$ cat config.mk
export PLATFORM = sky130hd
export DESIGN_NAME = pc_fetch_ctrl
export DESIGN_NICKNAME = d
export VERILOG_FILES = /design/src/rtl/pc_fetch_pkg.sv /design/src/rtl/pc_next_mux.sv /design/src/rtl/pc_fetch_ctrl.sv
export SDC_FILE = /design/constraint.sdc
export NUM_CORES = 1
export LEC_CHECK = 0
export CORE_MARGIN = 3
export CORE_UTILIZATION = 39
export CTS_CLUSTER_DIAMETER = 30
export DETAILED_ROUTE_END_ITERATION = 10
export MAX_ROUTING_LAYER = met4
export PLACE_DENSITY_LB_ADDON = 0.15
export SYNTH_ARGS = -nofsm -noshare
export SYNTH_HDL_FRONTEND = slang
export SYNTH_SLANG_ARGS = --single-unit
export TNS_END_PERCENT = 10
$ cat constraint.sdc
create_clock -name clock -period 1.5 [get_ports clock]
set_input_delay 0.45 -clock clock [delete_from_list [all_inputs] [get_ports clock]]
set_output_delay 0.45 -clock clock [all_outputs]
set_load 0.02 [all_outputs]
$ cat src/rtl/pc_fetch_pkg.sv
// Shared types and constants for the PC fetch sequencer.
// Optional build macro: PC_ALIGN_CHECK_EN (see pc_next_mux / pc_fetch_ctrl).
package pc_fetch_pkg;

  // Fetch sequencer states.
  typedef enum logic [1:0] {
    IDLE  = 2'd0,
    REQ   = 2'd1,
    STALL = 2'd2
  } fetch_state_t;

  // Low address bits of a word-aligned instruction address.
  localparam logic [1:0] ALIGN_MASK = 2'b00;

  // True when the two low bits do not describe a word-aligned address.
  function automatic logic is_misaligned(input logic [1:0] lsbs);
    return lsbs != ALIGN_MASK;
  endfunction

endpackage

$ cat src/rtl/pc_next_mux.sv
// Next-PC priority select: jump > branch > pending redirect > pc4.
// Also presents the current-cycle redirect target so the controller can
// load it directly or park it as a pending redirect.
// With PC_ALIGN_CHECK_EN defined, redirect targets have bits [1:0] cleared
// and a misaligned-target flag is produced.
module pc_next_mux
  import pc_fetch_pkg::*;
#(
  parameter int WIDTH = 32
) (
  input  logic             jump,
  input  logic [WIDTH-1:0] jump_target,
  input  logic             branch_taken,
  input  logic [WIDTH-1:0] branch_target,
  input  logic             pend_valid,
  input  logic [WIDTH-1:0] pend_target,
  input  logic [WIDTH-1:0] pc4,
  output logic             redirect,
  output logic [WIDTH-1:0] redirect_target,
  output logic [WIDTH-1:0] next_pc
`ifdef PC_ALIGN_CHECK_EN
  ,
  output logic             misaligned
`endif
);

  logic [WIDTH-1:0] raw_target;

  // Pick the redirect source (jump wins) and resolve the final next PC.
  always_comb begin
    redirect   = jump | branch_taken;
    raw_target = jump ? jump_target : branch_target;
`ifdef PC_ALIGN_CHECK_EN
    redirect_target = {raw_target[WIDTH-1:2], ALIGN_MASK};
    misaligned      = (jump && is_misaligned(jump_target[1:0])) ||
                      (branch_taken && is_misaligned(branch_target[1:0]));
`else
    redirect_target = raw_target;
`endif
    if (redirect) begin
      next_pc = redirect_target;
    end else if (pend_valid) begin
      next_pc = pend_target;
    end else begin
      next_pc = pc4;
    end
  end

endmodule

$ cat src/rtl/pc_fetch_ctrl.sv
// Program-counter register and fetch sequencer feeding the PC+4 adder and
// instruction memory. PC only advances when a fetch is accepted, so the
// request address never changes mid-transaction; redirects that arrive
// while a request is waiting are parked and applied at acceptance.
// Optional build macro: PC_ALIGN_CHECK_EN adds the sticky align_err output.
module pc_fetch_ctrl
  import pc_fetch_pkg::*;
#(
  parameter int               WIDTH    = 32,
  parameter logic [WIDTH-1:0] RESET_PC = '0
) (
  input  logic             clock,
  input  logic             reset_n,
  output logic [WIDTH-1:0] pc,
  input  logic [WIDTH-1:0] pc4,
  input  logic             stall,
  input  logic             branch_taken,
  input  logic [WIDTH-1:0] branch_target,
  input  logic             jump,
  input  logic [WIDTH-1:0] jump_target,
  output logic             imem_req,
  input  logic             imem_ready,
  output logic             fetch_valid,
  output logic [WIDTH-1:0] fetch_pc
`ifdef PC_ALIGN_CHECK_EN
  ,
  output logic             align_err
`endif
);

  fetch_state_t     state_reg, state_next;
  logic [WIDTH-1:0] pc_reg, pc_next;
  logic             pend_valid_reg, pend_valid_next;
  logic [WIDTH-1:0] pend_target_reg, pend_target_next;
  logic             fetch_valid_reg, fetch_valid_next;
  logic [WIDTH-1:0] fetch_pc_reg, fetch_pc_next;

  logic             redirect;
  logic [WIDTH-1:0] redirect_target;
  logic [WIDTH-1:0] mux_next_pc;

`ifdef PC_ALIGN_CHECK_EN
  logic             misaligned;
  logic             align_err_reg, align_err_next;
`endif

  pc_next_mux #(
    .WIDTH(WIDTH)
  ) u_next_mux (
    .jump            (jump),
    .jump_target     (jump_target),
    .branch_taken    (branch_taken),
    .branch_target   (branch_target),
    .pend_valid      (pend_valid_reg),
    .pend_target     (pend_target_reg),
    .pc4             (pc4),
    .redirect        (redirect),
    .redirect_target (redirect_target),
    .next_pc         (mux_next_pc)
`ifdef PC_ALIGN_CHECK_EN
    ,
    .misaligned      (misaligned)
`endif
  );

  // State and datapath registers; reset drops any in-flight request at once.
  always_ff @(posedge clock or negedge reset_n) begin
    if (!reset_n) begin
      state_reg       <= IDLE;
      pc_reg          <= RESET_PC;
      pend_valid_reg  <= 1'b0;
      pend_target_reg <= '0;
      fetch_valid_reg <= 1'b0;
      fetch_pc_reg    <= '0;
    end else begin
      state_reg       <= state_next;
      pc_reg          <= pc_next;
      pend_valid_reg  <= pend_valid_next;
      pend_target_reg <= pend_target_next;
      fetch_valid_reg <= fetch_valid_next;
      fetch_pc_reg    <= fetch_pc_next;
    end
  end

  // Next-state, PC update and request generation.
  always_comb begin
    state_next       = state_reg;
    pc_next          = pc_reg;
    pend_valid_next  = pend_valid_reg;
    pend_target_next = pend_target_reg;
    fetch_valid_next = 1'b0;
    fetch_pc_next    = fetch_pc_reg;
    imem_req         = 1'b0;

    case (state_reg)
      IDLE: begin
        // No request outstanding: a redirect can be taken immediately.
        if (redirect) begin
          pc_next         = redirect_target;
          pend_valid_next = 1'b0;
        end
        state_next = stall ? STALL : REQ;
      end

      REQ: begin
        imem_req = 1'b1;
        if (imem_ready) begin
          fetch_valid_next = 1'b1;
          fetch_pc_next    = pc_reg;
          pc_next          = mux_next_pc;
          pend_valid_next  = 1'b0;
          state_next       = stall ? STALL : REQ;
        end else if (redirect) begin
          // Keep the waiting address stable; remember where to go next.
          pend_valid_next  = 1'b1;
          pend_target_next = redirect_target;
        end
      end

      STALL: begin
        if (redirect) begin
          pc_next         = redirect_target;
          pend_valid_next = 1'b0;
        end
        if (!stall) begin
          state_next = REQ;
        end
      end

      default: begin
        state_next = IDLE;
      end
    endcase
  end

`ifdef PC_ALIGN_CHECK_EN
  // Sticky flag for any misaligned redirect target seen since reset.
  always_comb begin
    align_err_next = align_err_reg | misaligned;
  end

  // Alignment error register.
  always_ff @(posedge clock or negedge reset_n) begin
    if (!reset_n) begin
      align_err_reg <= 1'b0;
    end else begin
      align_err_reg <= align_err_next;
    end
  end

  assign align_err = align_err_reg;
`endif

  assign pc          = pc_reg;
  assign fetch_valid = fetch_valid_reg;
  assign fetch_pc    = fetch_pc_reg;

endmodule

==> results.yml <==
route:
  detail_route.first_pass.iterations: 4
  vias: 3602
  wl_um: 12800
  avgRoutedWirePerCell_um: 17.0
  drt_iter0_markers: 144
  viasPerCell: 4.81
  drc_errors: 0
  ant_nets: 0
setup_path:
  end_kind: "register"
  crit_slowest_cell: "dfrtp_1"
  crit_buf_inv: 2
  required_ns: 1.72
  critical_path.max_stage_delay_ns: 0.37
  r2r_start: "state_reg[1]"
  path_cells: "and2b_2, nor3b_4, buf_6, clkbuf_16, mux2_4"
  cp.depth: 5
  worst_setup_path_start_kind: "register"
  r2r_slack_ns: -0.08
  reg2regPathDepth: 5
  r2r-end: "pend_target_reg[4]"
  path_max_fanout: 7
  arrival_ns: 1.81
  path_class: "register to register"
  critPathTopFamily: "simple AND/OR/NAND/NOR gates"
logic_synthesis:
  synth_cell_type_count: 22
  yosys.area_share.simple: 0.0333
  avgSynthCellArea_sq_um: 12.6
  muxShareOfSynthArea: 0.365
  synth_fa_ha_area_frac: 0
  synthXorXnorAreaFrac: 0
  syn_nets: 488
  synth_seq_cells: 100
  syn_area_sq_um: 4880
  synth_compound_area_frac: 0.0326
  ys_seq_area_frac: 0.513
  syn_inst: 386
  synth_top_family_by_area: "multiplexers"
  yosys_warnings: 0
grt:
  grt_overflow: 0
  globalRouteTotalUtil: 0.187
  grt_max_degree: 39
  grt_pass1_wl_um: 20000
  grt_pass1_vias: 3789
  grt_antenna_before_repair: 0
placement:
  gp_congestion: 0.772
  dp_hpwl_um: 8910
  placed_cell_area_sq_um: 7000
  place_ws_ns: -0.529
  io_buffers: 167
die:
  core.rowCount: 40
  io_pins: 168
  dieArea_sq_um: 13900
  initial_core_util: 0.403
  die_h_um: 118
  die_w_um: 118
  coreArea_sq_um: 12100
cells_and_area:
  stdcell_area_sq_um: 7370
  fin_nets: 679
  fill_cells: 996
  drive_above_1_share: 0.318
  area_growth_pct: 51.1
  antenna_cells: 0
sta:
  setup_violations: 30
  hold_violations: 0
  relSlewSlack: 0.768
  fmax_mhz: 631
  skew_ns: 0.00498
  fin_hold_ws_ns: 0.0173
  setup_slack_ns: -0.0849
  period_share: 1.06
  maxSlewViolCount: 0
  worstMarginPinSlew_ns: 0.347
  rsz0062_at_grt: "true"
  fin_crit_ns: 1.58
  final.setup.tns_ns: -1.88
power:
  p_comb_frac: 0.379
  switching_share: 0.329
  p_leak_nw: 3.34
  seqPwrFrac: 0.397
  p_int_mw: 6.87
  clockPowerShare: 0.224
  total_power_mw: 10.2
  p_sw_mw: 3.36
  peakVddDrop_mv: 0.607
  power_density_nw_per_um2: 1390
run_status:
  failed_checks: "setup timing"
  outcome: "finished, violations left"
clock_tree:
  cts_tree: "done"
  cts_buffers: 9
  cts.sinks: 100
  cts_root_buf: "clkbuf_16"
  htree_levels: 3
  hold_buffers: 0
  clk_path_buf_depth: 2
  insertion_delay_ns: 0.34
  path_clk_slew_ns: 0.06
hold_path:
  hold_path_class: "input port to async pin"
flow_run:
  drv_cap: 0
==> layer usage <==
metal	routed length (um)	vias to the layer above	GRT usage
met5	0	-	-
met4	178	0	0.0623
met3	631	12	0.0298
met2	6060	103	0.295
met1	5890	1780	0.246
li1	-	1707	-
==> worst register-to-register path, cell delays in order, from the launching register on <==
cell	delay [ns]
dfrtp_1	0.37
and2b_2	0.24
nor3b_4	0.23
buf_6	0.16
clkbuf_16	0.17
mux2_4	0.30
==> placed cells by master (no fill, tap or decap), types with 11 or more instances in the layout <==
cell             instances
dfrtp_1                 99
clkdlybuf4s50_1         97
mux2i_1                 77
mux2_2                  64
inv_1                   33
clkdlybuf4s15_1         28
mux2_4                  25
nand2_1                 25
o21ai_0                 25
clkbuf_2                25
buf_4                   19
clkbuf_16               11
buf_12                  11
==> what timing repair did <==
action	CTS	global route
setup endpoints to repair	158	131
gates cloned	0	3
setup buffers	0	2
gates resized for setup	125	77
==> power groups by stage <==
stage | Sequential, mW | Clock, mW | Combinational (mW)
floorplan | 4.72 | 0 | 1.42
global placement | 4.07 | 0 | 4.05
detailed placement | 4.10 | 0 | 4.12
CTS | 4.05 | 2.36 | 3.82
global route | 4.19 | 2.47 | 4.18
finish | 4.06 | 2.29 | 3.88
==> synthesized netlist by cell type, drive strengths merged <==
library cell | instances | share of area
clkbuf | 6 | 0.0046
o21ba | 1 | 0.0021
a22oi | 1 | 0.0015
mux2i | 78 | 0.16
nand2b | 2 | 0.0026
a21boi | 1 | 0.0015
nor2 | 2 | 0.0021
nor3b | 2 | 0.0064
nand3b | 1 | 0.0015
o21ai | 26 | 0.027
buf | 18 | 0.026
nand2 | 25 | 0.019
mux2 | 89 | 0.21
inv | 33 | 0.025
and2b | 1 | 0.0015
dfrtp | 100 | 0.51
==> area by class of cell <==
type | count | area, sq um | area share
Inverter | 33 | 124 | 0.0168
Sequential cell | 100 | 2500 | 0.340
Clock buffer | 11 | 243 | 0.0329
Clock inverter | 4 | 50.0 | 0.00679
Tap cell | 168 | 210 | 0.0285
Multi-Input combinational cell | 229 | 2220 | 0.301
Timing Repair Buffer | 204 | 2030 | 0.275
==> cells by family after synthesis <==
logic type             Yosys count
AOI/OAI and AO/OA               29
muxes                          167
and+or+nand+nor                 33
buffers and inverters           57
DFF                            100
==> through the flow <==
stage / util / std cells
2_1_floorplan: - / 386
5_1_grt: 0.609 / 749
4_1_cts: 0.601 / 744
3_3_place_gp: 0.578 / 729
6_report: 0.609 / 749
3_5_place_dp: 0.578 / 729
==> worst max path at each step <==
stage                            start             endpoint  slack [ns]
after floorplan           state_reg[1]  pend_target_reg[10]       -0.10
after global placement    branch_taken  pend_target_reg[16]       -0.53
after detailed placement  branch_taken  pend_target_reg[21]       -0.53
after CTS                 state_reg[1]  pend_target_reg[26]       -0.11
after global routing      state_reg[1]  pend_target_reg[12]       -0.13
final                     state_reg[1]   pend_target_reg[4]       -0.08
Note: power is estimated with default switching activity, not from simulation.
